===== src/rtl/par2sep_pixel.sv =====
// par2sep_pixel -- parallel-to-serial pixel converter.
//
// Accepts a packed word of SHIFT_WIDTH pixels and emits it one pixel per
// output transfer, oldest (MS slice) first. Tracks the line position of every
// emitted pixel so that start-of-line and end-of-line can be flagged, and lets
// din_sol resynchronise the line position, raising a sticky error when the
// resync lands off a line boundary.
//
// Ports:
//   clk         sole clock, rising edge
//   rst_n       asynchronous active-low reset
//   din         packed word, oldest pixel in the MS slice
//   din_valid   din is valid
//   din_ready   word accepted this cycle when din_valid is also high
//   din_sol     word is the first of a line (qualified by din_valid)
//   dout        serial pixel
//   dout_valid  dout is valid
//   dout_ready  downstream accepts dout
//   dout_sync   dout is pixel 0 of a line
//   dout_eol    dout is pixel LINE_PIXELS-1 of a line
//   err_align   sticky: din_sol arrived off a line boundary
module par2sep_pixel #(
  parameter int SEP_DATA_WIDTH = 24,
  parameter int SHIFT_WIDTH    = 8,
  parameter int LINE_PIXELS    = 1920
) (
  input  logic                                  clk,
  input  logic                                  rst_n,
  input  logic [SHIFT_WIDTH*SEP_DATA_WIDTH-1:0] din,
  input  logic                                  din_valid,
  output logic                                  din_ready,
  input  logic                                  din_sol,
  output logic [SEP_DATA_WIDTH-1:0]             dout,
  output logic                                  dout_valid,
  input  logic                                  dout_ready,
  output logic                                  dout_sync,
  output logic                                  dout_eol,
  output logic                                  err_align
);

  localparam int SLOT_W = $clog2(SHIFT_WIDTH);
  localparam int PIX_W  = $clog2(LINE_PIXELS);
  localparam logic [SLOT_W-1:0] SLOT_LAST = SLOT_W'(SHIFT_WIDTH - 1);
  localparam logic [PIX_W-1:0]  PIX_LAST  = PIX_W'(LINE_PIXELS - 1);

  typedef enum logic {EMPTY, SHIFT} state_e;

  state_e                                        state_q, state_d;
  logic [SLOT_W-1:0]                             slot_q, slot_d;
  logic [SHIFT_WIDTH-1:0][SEP_DATA_WIDTH-1:0]    word_q, word_d;
  logic [PIX_W-1:0]                              pix_cnt_q, pix_cnt_d;
  logic                                          err_q, err_d;
  // Gates din_ready until the first edge after reset release.
  logic                                          rdy_en_q;

  logic in_xfer;
  logic out_xfer;

  // din_ready looks at dout_ready combinationally so that the next word can
  // be taken in the same cycle the last pixel of the current one leaves.
  assign din_ready  = rdy_en_q &
                      ((state_q == EMPTY) ||
                       ((slot_q == SLOT_LAST) && dout_ready));
  assign dout_valid = (state_q == SHIFT);
  assign in_xfer    = din_valid & din_ready;
  assign out_xfer   = dout_valid & dout_ready;

  // Slot 0 reads the MS slice; slot k reads slice SHIFT_WIDTH-1-k.
  assign dout      = dout_valid ? word_q[SLOT_LAST - slot_q] : '0;
  assign dout_sync = dout_valid && (pix_cnt_q == '0);
  assign dout_eol  = dout_valid && (pix_cnt_q == PIX_LAST);
  assign err_align = err_q;

  // NOTE: every signal written here gets a default first so no latch is inferred.
  always_comb begin
    state_d   = state_q;
    slot_d    = slot_q;
    word_d    = word_q;
    pix_cnt_d = pix_cnt_q;
    err_d     = err_q;

    if (out_xfer) begin
      pix_cnt_d = (pix_cnt_q == PIX_LAST) ? '0 : pix_cnt_q + PIX_W'(1);
    end

    case (state_q)
      EMPTY: begin
        if (in_xfer) begin
          word_d  = din;
          slot_d  = '0;
          state_d = SHIFT;
        end
      end
      SHIFT: begin
        if (out_xfer) begin
          if (slot_q == SLOT_LAST) begin
            slot_d = '0;
            if (in_xfer) begin
              word_d = din;
            end else begin
              state_d = EMPTY;
            end
          end else begin
            slot_d = slot_q + SLOT_W'(1);
          end
        end
      end
      default: state_d = EMPTY;
    endcase

    // pix_cnt_d already holds the position the new word's first pixel would
    // have had; the previous word's last pixel has been counted normally.
    if (in_xfer && din_sol) begin
      if (pix_cnt_d != '0) begin
        err_d = 1'b1;
      end
      pix_cnt_d = '0;
    end
  end

  // NOTE: the held word is a plain register, not a memory, so it is reset to
  // keep dout at zero out of reset and to drop any partially emitted word.
  always_ff @(posedge clk or negedge rst_n) begin
    if (!rst_n) begin
      state_q   <= EMPTY;
      slot_q    <= '0;
      word_q    <= '0;
      pix_cnt_q <= '0;
      err_q     <= 1'b0;
      rdy_en_q  <= 1'b0;
    end else begin
      // NOTE: non-blocking assignments so all state updates see pre-edge values.
      state_q   <= state_d;
      slot_q    <= slot_d;
      word_q    <= word_d;
      pix_cnt_q <= pix_cnt_d;
      err_q     <= err_d;
      rdy_en_q  <= 1'b1;
    end
  end

endmodule


===== config.mk =====
export PLATFORM = sky130hd
export DESIGN_NAME = par2sep_pixel
export DESIGN_NICKNAME = d
export VERILOG_FILES = /design/src/rtl/par2sep_pixel.sv
export SDC_FILE = /design/constraint.sdc
export NUM_CORES = 1
export LEC_CHECK = 0
export BUFFER_PORTS_ARGS = -buffer_cell sky130_fd_sc_hd__buf_4
export CAP_MARGIN = 20
export CORE_ASPECT_RATIO = 1.2
export CORE_UTILIZATION = 58
export CTS_CLUSTER_DIAMETER = 40
export CTS_CLUSTER_SIZE = 10
export DETAILED_ROUTE_END_ITERATION = 8
export HOLD_SLACK_MARGIN = 0.15
export PLACE_DENSITY = 0.85
export SETUP_SLACK_MARGIN = 0.1
export SLEW_MARGIN = 20
export SYNTH_ARGS = -nofsm -noshare
export SYNTH_HDL_FRONTEND = slang
export SYNTH_SLANG_ARGS = --single-unit
export TNS_END_PERCENT = 100

===== constraint.sdc =====
create_clock -name clk -period 5.92 [get_ports clk]
set_input_delay 1.184 -clock clk [delete_from_list [all_inputs] [get_ports clk]]
set_output_delay 1.184 -clock clk [all_outputs]
set_load 0.03 [all_outputs]

## Word-level counts from Yosys, hierarchy flattened

Index checks and enable logic that the tools add are counted.

| word-level totals | value |
|---|---|
| bits of input ports | 197 |
| memory bits (read-only) | 0 |
| word-level logic and storage cells | 54 |
| memories kept | 0 |
| output and inout port bits | 29 |
| register bits after elaboration | 209 |
| RAM bits | 0 |
| bits in latches | 0 |

| operators by class | value |
|---|---|
| multiply operators | 0 |
| bitwise operators | 4 |
| equal/unequal tests | 5 |
| mux-type cells | 18 |
| add/subtract/negate cells | 3 |
| magnitude comparators | 1 |
| divide/modulo/power cells | 0 |
| shift operators | 0 |
| reductions and logical operators | 10 |

Operators with widths:

| kind | count |
|---|---|
| 192-bit two-way mux | 3 |
| 192-bit one-hot mux with 2 select lines | 1 |
| 24-bit binary-select mux with 3-bit select | 1 |
| 24-bit two-way mux | 2 |
| 11-bit two-way mux | 3 |
| 11-bit by 1-bit adder with 11-bit output (second input constant) | 1 |
| 11-bit equality test (second input constant) | 1 |
| 11-bit zero test | 1 |
| 11-bit nonzero test | 1 |
| 3-bit two-way mux | 3 |
| 3-bit one-hot mux with 2 select lines | 1 |
| 2-bit AND reduction | 3 |
| 1-bit logical AND | 4 |
| 3-bit by 4-bit < comparator with 1-bit output (second input constant) | 1 |
| 2-bit by 1-bit != test with 1-bit output (second input constant) | 2 |
| 3-bit by 1-bit adder with 3-bit output (second input constant) | 1 |
| 1-bit bitwise AND | 3 |
| 3-bit equality test (second input constant) | 1 |
| 1-bit two-way mux | 3 |
| 3-bit subtractor (first input constant) | 1 |
| 2-bit != test (second input constant) | 1 |
| 1-bit one-hot mux with 2 select lines | 1 |
| 1-bit logical OR | 1 |
| 1-bit inverter | 1 |

## Logic depth before layout (Yosys ltp)

| depth | value |
|---|---|
| word-level depth | 9 |
| depth in mapped cells | 9 |
| depth with buffers taken out | 7 |

## Worst setup path after synthesis

No wires, ideal clock.

| path | value |
|---|---|
| path kind | register to output |
| start | reg state_q (netlist: dout_valid) |
| end | out dout_sync |
| data arrival time | 2.015 ns |
| data required time | 4.736 ns |
| setup slack | 2.721 ns |
| path buffers | 1 |
| cell stages (with the launch flop) | 5 |
| cells stage by stage | dfrtp_1 -> buf_2 -> nor4b_1 -> nand2_1 -> nor4_1 |

| on the way | value |
|---|---|
| word-level cells in the longest chain between the ends | 1 |

Ends and longest elaborated chain:

| element | RTL line | text |
|---|---|---|
| start: declaration | 48 | `state_e state_q, state_d;` |
| start signal: assignment | 133 | `state_q <= state_d;` |
| 1-bit logical AND | 70 | `assign dout_sync = dout_valid && (pix_cnt_q == '0);` |
| end: declaration | 36 | `output logic dout_sync,` |

No other way between the ends.

## Worst setup path after layout

| path | value |
|---|---|
| start | reg slot_q[0] |
| end | out dout[19] |

| on the way | value |
|---|---|
| word-level cells in the longest chain between the ends | 4 |

Ends and longest elaborated chain:

| element | RTL line | text |
|---|---|---|
| start: declaration | 49 | `logic [SLOT_W-1:0] slot_q, slot_d;` |
| start signal: assignment | 134 | `slot_q <= slot_d;` |
| 3-bit subtractor | 69 | `assign dout = dout_valid ? word_q[SLOT_LAST - slot_q] : '0;` |
| 24-bit binary-select mux with 3-bit select | 69 |  |
| 24-bit two-way mux (not written as such) | 69 |  |
| 24-bit two-way mux | 69 |  |
| end: declaration | 33 | `output logic [SEP_DATA_WIDTH-1:0] dout,` |

No other way between the ends. The select of a mux whose other input is x is not followed.

==> impl_results.rst <==
.. list-table::
   :header-rows: 1

   * - Metric
     - Value
   * - Run status
     - finished clean
   * - Height of the die
     - 144.3 µm
   * - Actual transition at the worst max-transition pin
     - 0.9801 ns
   * - Final Cycle Share
     - 0.6324
   * - Reg2Reg Depth
     - 6
   * - Worst Setup SP
     - slot_q[0]
   * - Clk sinks
     - 209
   * - EDFF count, synth
     - 0
   * - Maximum clock skew at final layout
     - ~0.012 ns
   * - Flop and latch count out of synthesis
     - 209
   * - Fraction of layout cells with a size suffix above 1
     - 0.5908
   * - Total count of hold-check failures in the final report
     - 0
   * - Areal power density over the cells
     - 562.0 nW/µm²
   * - Clock H-tree levels
     - 1
   * - Post-synthesis cell type count
     - 43
   * - Maximum number of pins on one net before global-route repair
     - approximately 130
   * - Total of hold buffers inserted after clock tree synthesis
     - 0
   * - Routability congestion estimate from global placement
     - between 0.9 and 1
   * - Max Clk Rate
     - 0.2671 GHz
   * - Floorplan die width
     - 120.6 µm
   * - Routed wire length
     - 23.01 mm
   * - Gate count of the mapped netlist
     - 656
   * - Boundary Pins
     - 226
   * - Average instance area after synthesis
     - 14.91 µm²
   * - Count of cells resized by post-cts repair
     - 0
   * - Fill cell count
     - approximately 1000
   * - DR vias
     - roughly 6400
   * - Cell Area, Synth
     - 9783 µm²
   * - Clock root buffer
     - clkbuf_16
   * - Summed negative setup slack over all endpoints
     - 0 ns
   * - Number of remaining DRC errors
     - 0
   * - Placeable core region
     - approximately 16000 µm²
   * - Count of buffers added by post-CTS timing repair for setup
     - 0
   * - Min-Delay Path Class
     - reg -> reg
   * - Max Slew Vio Count
     - 0
   * - Maximum fanout count along the critical path
     - 34
   * - Sequential share of the synthesized area
     - 0.5346
   * - Final net count
     - 1071
   * - Startpoint of the worst-slack reg-to-reg timing path
     - slot_q[2]
   * - Leakage power summed over all cells
     - 5.636 nW
   * - DP Wirelength
     - 15.29 mm
   * - Crit path capture
     - dout[19]
   * - Worst-case vdd ir drop
     - about 330 µV
   * - Total nets after synthesis
     - 857
   * - Number of buffer cells added on primary ports
     - 225
   * - Worst-case register-to-register setup slack
     - between 2 and 2.5 ns
   * - Full die area
     - 17390 µm²
   * - Total congestion overflow after global routing
     - 0
   * - Final worst path period need
     - 3.744 ns
   * - Number of clock buffers inserted by TritonCTS
     - 29
   * - Terminus of the critical flop-to-flop path
     - word_q[63]
   * - Clock tree from TritonCTS
     - yes
   * - Kind of critical path
     - reg -> out
   * - Endpoint arrival time on the critical path
     - 2.56 ns
   * - Area grow syn2layout
     - 27.48%
   * - Std cell rows
     - 51
   * - Most common library cell in the layout ignoring fill and taps
     - buf_4
   * - Most instantiated flip-flop cell in the synthesis netlist
     - dfrtp_1
   * - Placed Cells
     - 1050
   * - Number of global-route vias before repair
     - ~7100
   * - Avg WL per Cell
     - 20.94 µm
   * - Clock transition at path regs
     - 0.05 ns
   * - Remaining antenna violation count
     - 0
   * - Setup repair after global routing missed its margin
     - no
   * - Critical Path Start Type
     - flop
   * - Effective utilization at floorplan
     - 0.5989
   * - Number of vias per cell
     - 5.811
   * - Iteration-0 DRC count of the detailed router
     - 357
   * - Count of TritonRoute iterations in the first routing pass
     - 4
   * - Insertion delay to the later sink of the worst-skew pair
     - 0.52 ns
   * - Fraction of registers with async set or reset after synthesis
     - 1.000
   * - Count of warnings emitted by yosys
     - 0
   * - Overall Global Routing Usage
     - 0.2704
   * - Antenna diode count
     - 0
   * - Non-filler instance count after layout
     - 1099
   * - Commonest cells after routing, fill and taps aside
     - buf_4 (228), dfrtp_1 (206), mux2_2 (195), mux4_2 (48), clkbuf_16 (29)
   * - Antenna violations before repair
     - 0
   * - Max Cap Violations
     - 0
   * - Setup violators final
     - 0
   * - Required time of the worst setup path
     - 4.74 ns
   * - Capturing element type of the critical path
     - output pin
   * - Slew Limit Headroom
     - 0.3466
   * - Global-route wire length before repair
     - 36.22 mm
   * - Buffers from clock root to sink, at most
     - 3
[power by group]
group	total (mW)	switching, mW	internal, mW
Combinational	2.83	1.24	1.60
Clock	1.55	0.608	0.945
Sequential	2.62	0.491	2.13
Total	7.01	2.34	4.67
[routing by layer]
metal	routed length, µm	part of all wire	track usage	vias up
met5	0	0	0	-
met1	8741	0.38	0.3282	3273
met4	897	0.039	0.1079	0
met3	1317	0.057	0.05678	59
li1	-	-	-	2835
met2	12060	0.52	0.4734	219
[synth_stat cells (2+ instances only)]
| cell | number | share of area |
|---|---|---|
| nor2_1 | 11 | 0.0042 |
| and2_1 | 2 | 0.0013 |
| nor3_1 | 3 | 0.0015 |
| buf_2 | 28 | 0.014 |
| inv_1 | 4 | 0.0015 |
| nand2_1 | 26 | 0.010 |
| nor2b_1 | 26 | 0.017 |
| a21oi_1 | 6 | 0.0031 |
| nor4b_1 | 2 | 0.0018 |
| mux2i_1 | 27 | 0.028 |
| nand3_1 | 4 | 0.0020 |
| buf_4 | 4 | 0.0031 |
| clkbuf_1 | 15 | 0.0058 |
| mux4_2 | 48 | 0.11 |
| ha_1 | 4 | 0.0051 |
| o21ai_0 | 6 | 0.0031 |
| a311oi_1 | 3 | 0.0027 |
| and3_1 | 2 | 0.0013 |
| xor2_1 | 3 | 0.0027 |
| xnor2_1 | 2 | 0.0018 |
| dfrtp_1 | 209 | 0.53 |
| mux2_2 | 195 | 0.22 |
| or3_1 | 6 | 0.0038 |
[sequential cells by signal, summed over array words and instances (netlist names)]
| name | cells |
|---|---|
| dout_valid | 1 |
| pix_cnt_q | 11 |
| word_q | 192 |
| err_align | 1 |
| rdy_en_q | 1 |
| slot_q | 3 |
[cell type report]
class,instances,area (µm²),share of cell area
clock buffer,40,807.0,0.06471
timing repair buffer,231,1773,0.1422
multi-input combinational,395,4314,0.3459
inverter,4,15.01,0.001204
sequential,209,5236,0.4198
clock inverter,8,61.31,0.004916
tap,212,265.3,0.02127
[worst min-delay path by stage]
stage	from	end	slack, ns	depth (start not counted)
3_5_place_dp	word_q[17]	word_q[17]	0.49	1
6_report	word_q[11]	word_q[11]	0.50	1
4_1_cts	word_q[17]	word_q[17]	0.50	1
3_3_place_gp	word_q[45]	word_q[45]	0.48	1
2_1_floorplan	word_q[120]	word_q[120]	0.47	1
5_1_grt	word_q[165]	word_q[165]	0.51	1
[critical path, stage by stage, from the launching register on]
cell     delay [ns]
dfrtp_4        0.68
buf_16         0.30
mux4_2         0.60
mux2i_1        0.17
nor2b_1        0.07
buf_4          0.17
[through the flow]
step | hold slack, ns | setup slack [ns] | total power, mW | util | instance area, µm²
2_1_floorplan | 0.4739 | 2.721 | 4.561 | - | 9783
3_3_place_gp | 0.4820 | 2.324 | 5.262 | 0.7086 | 11580
3_5_place_dp | 0.4887 | 2.201 | 5.430 | 0.7086 | 11580
4_1_cts | 0.5010 | 1.864 | 7.019 | 0.7618 | 12440
5_1_grt | 0.5066 | 2.010 | 7.383 | 0.7635 | 12470
6_report | 0.4999 | 2.176 | 7.009 | 0.7635 | 12470
[kinds of logic after synthesis]
group,Yosys count,share of synthesized area
simple gates,90,0.05001
flops,209,0.5346
xor+xnor,5,0.004477
fa+ha+maj,4,0.005116
mux,270,0.3626
compound gates,25,0.01765
buf+inv,52,0.02519
other cells,1,0.0003833
(Power assumes the default switching activity.)
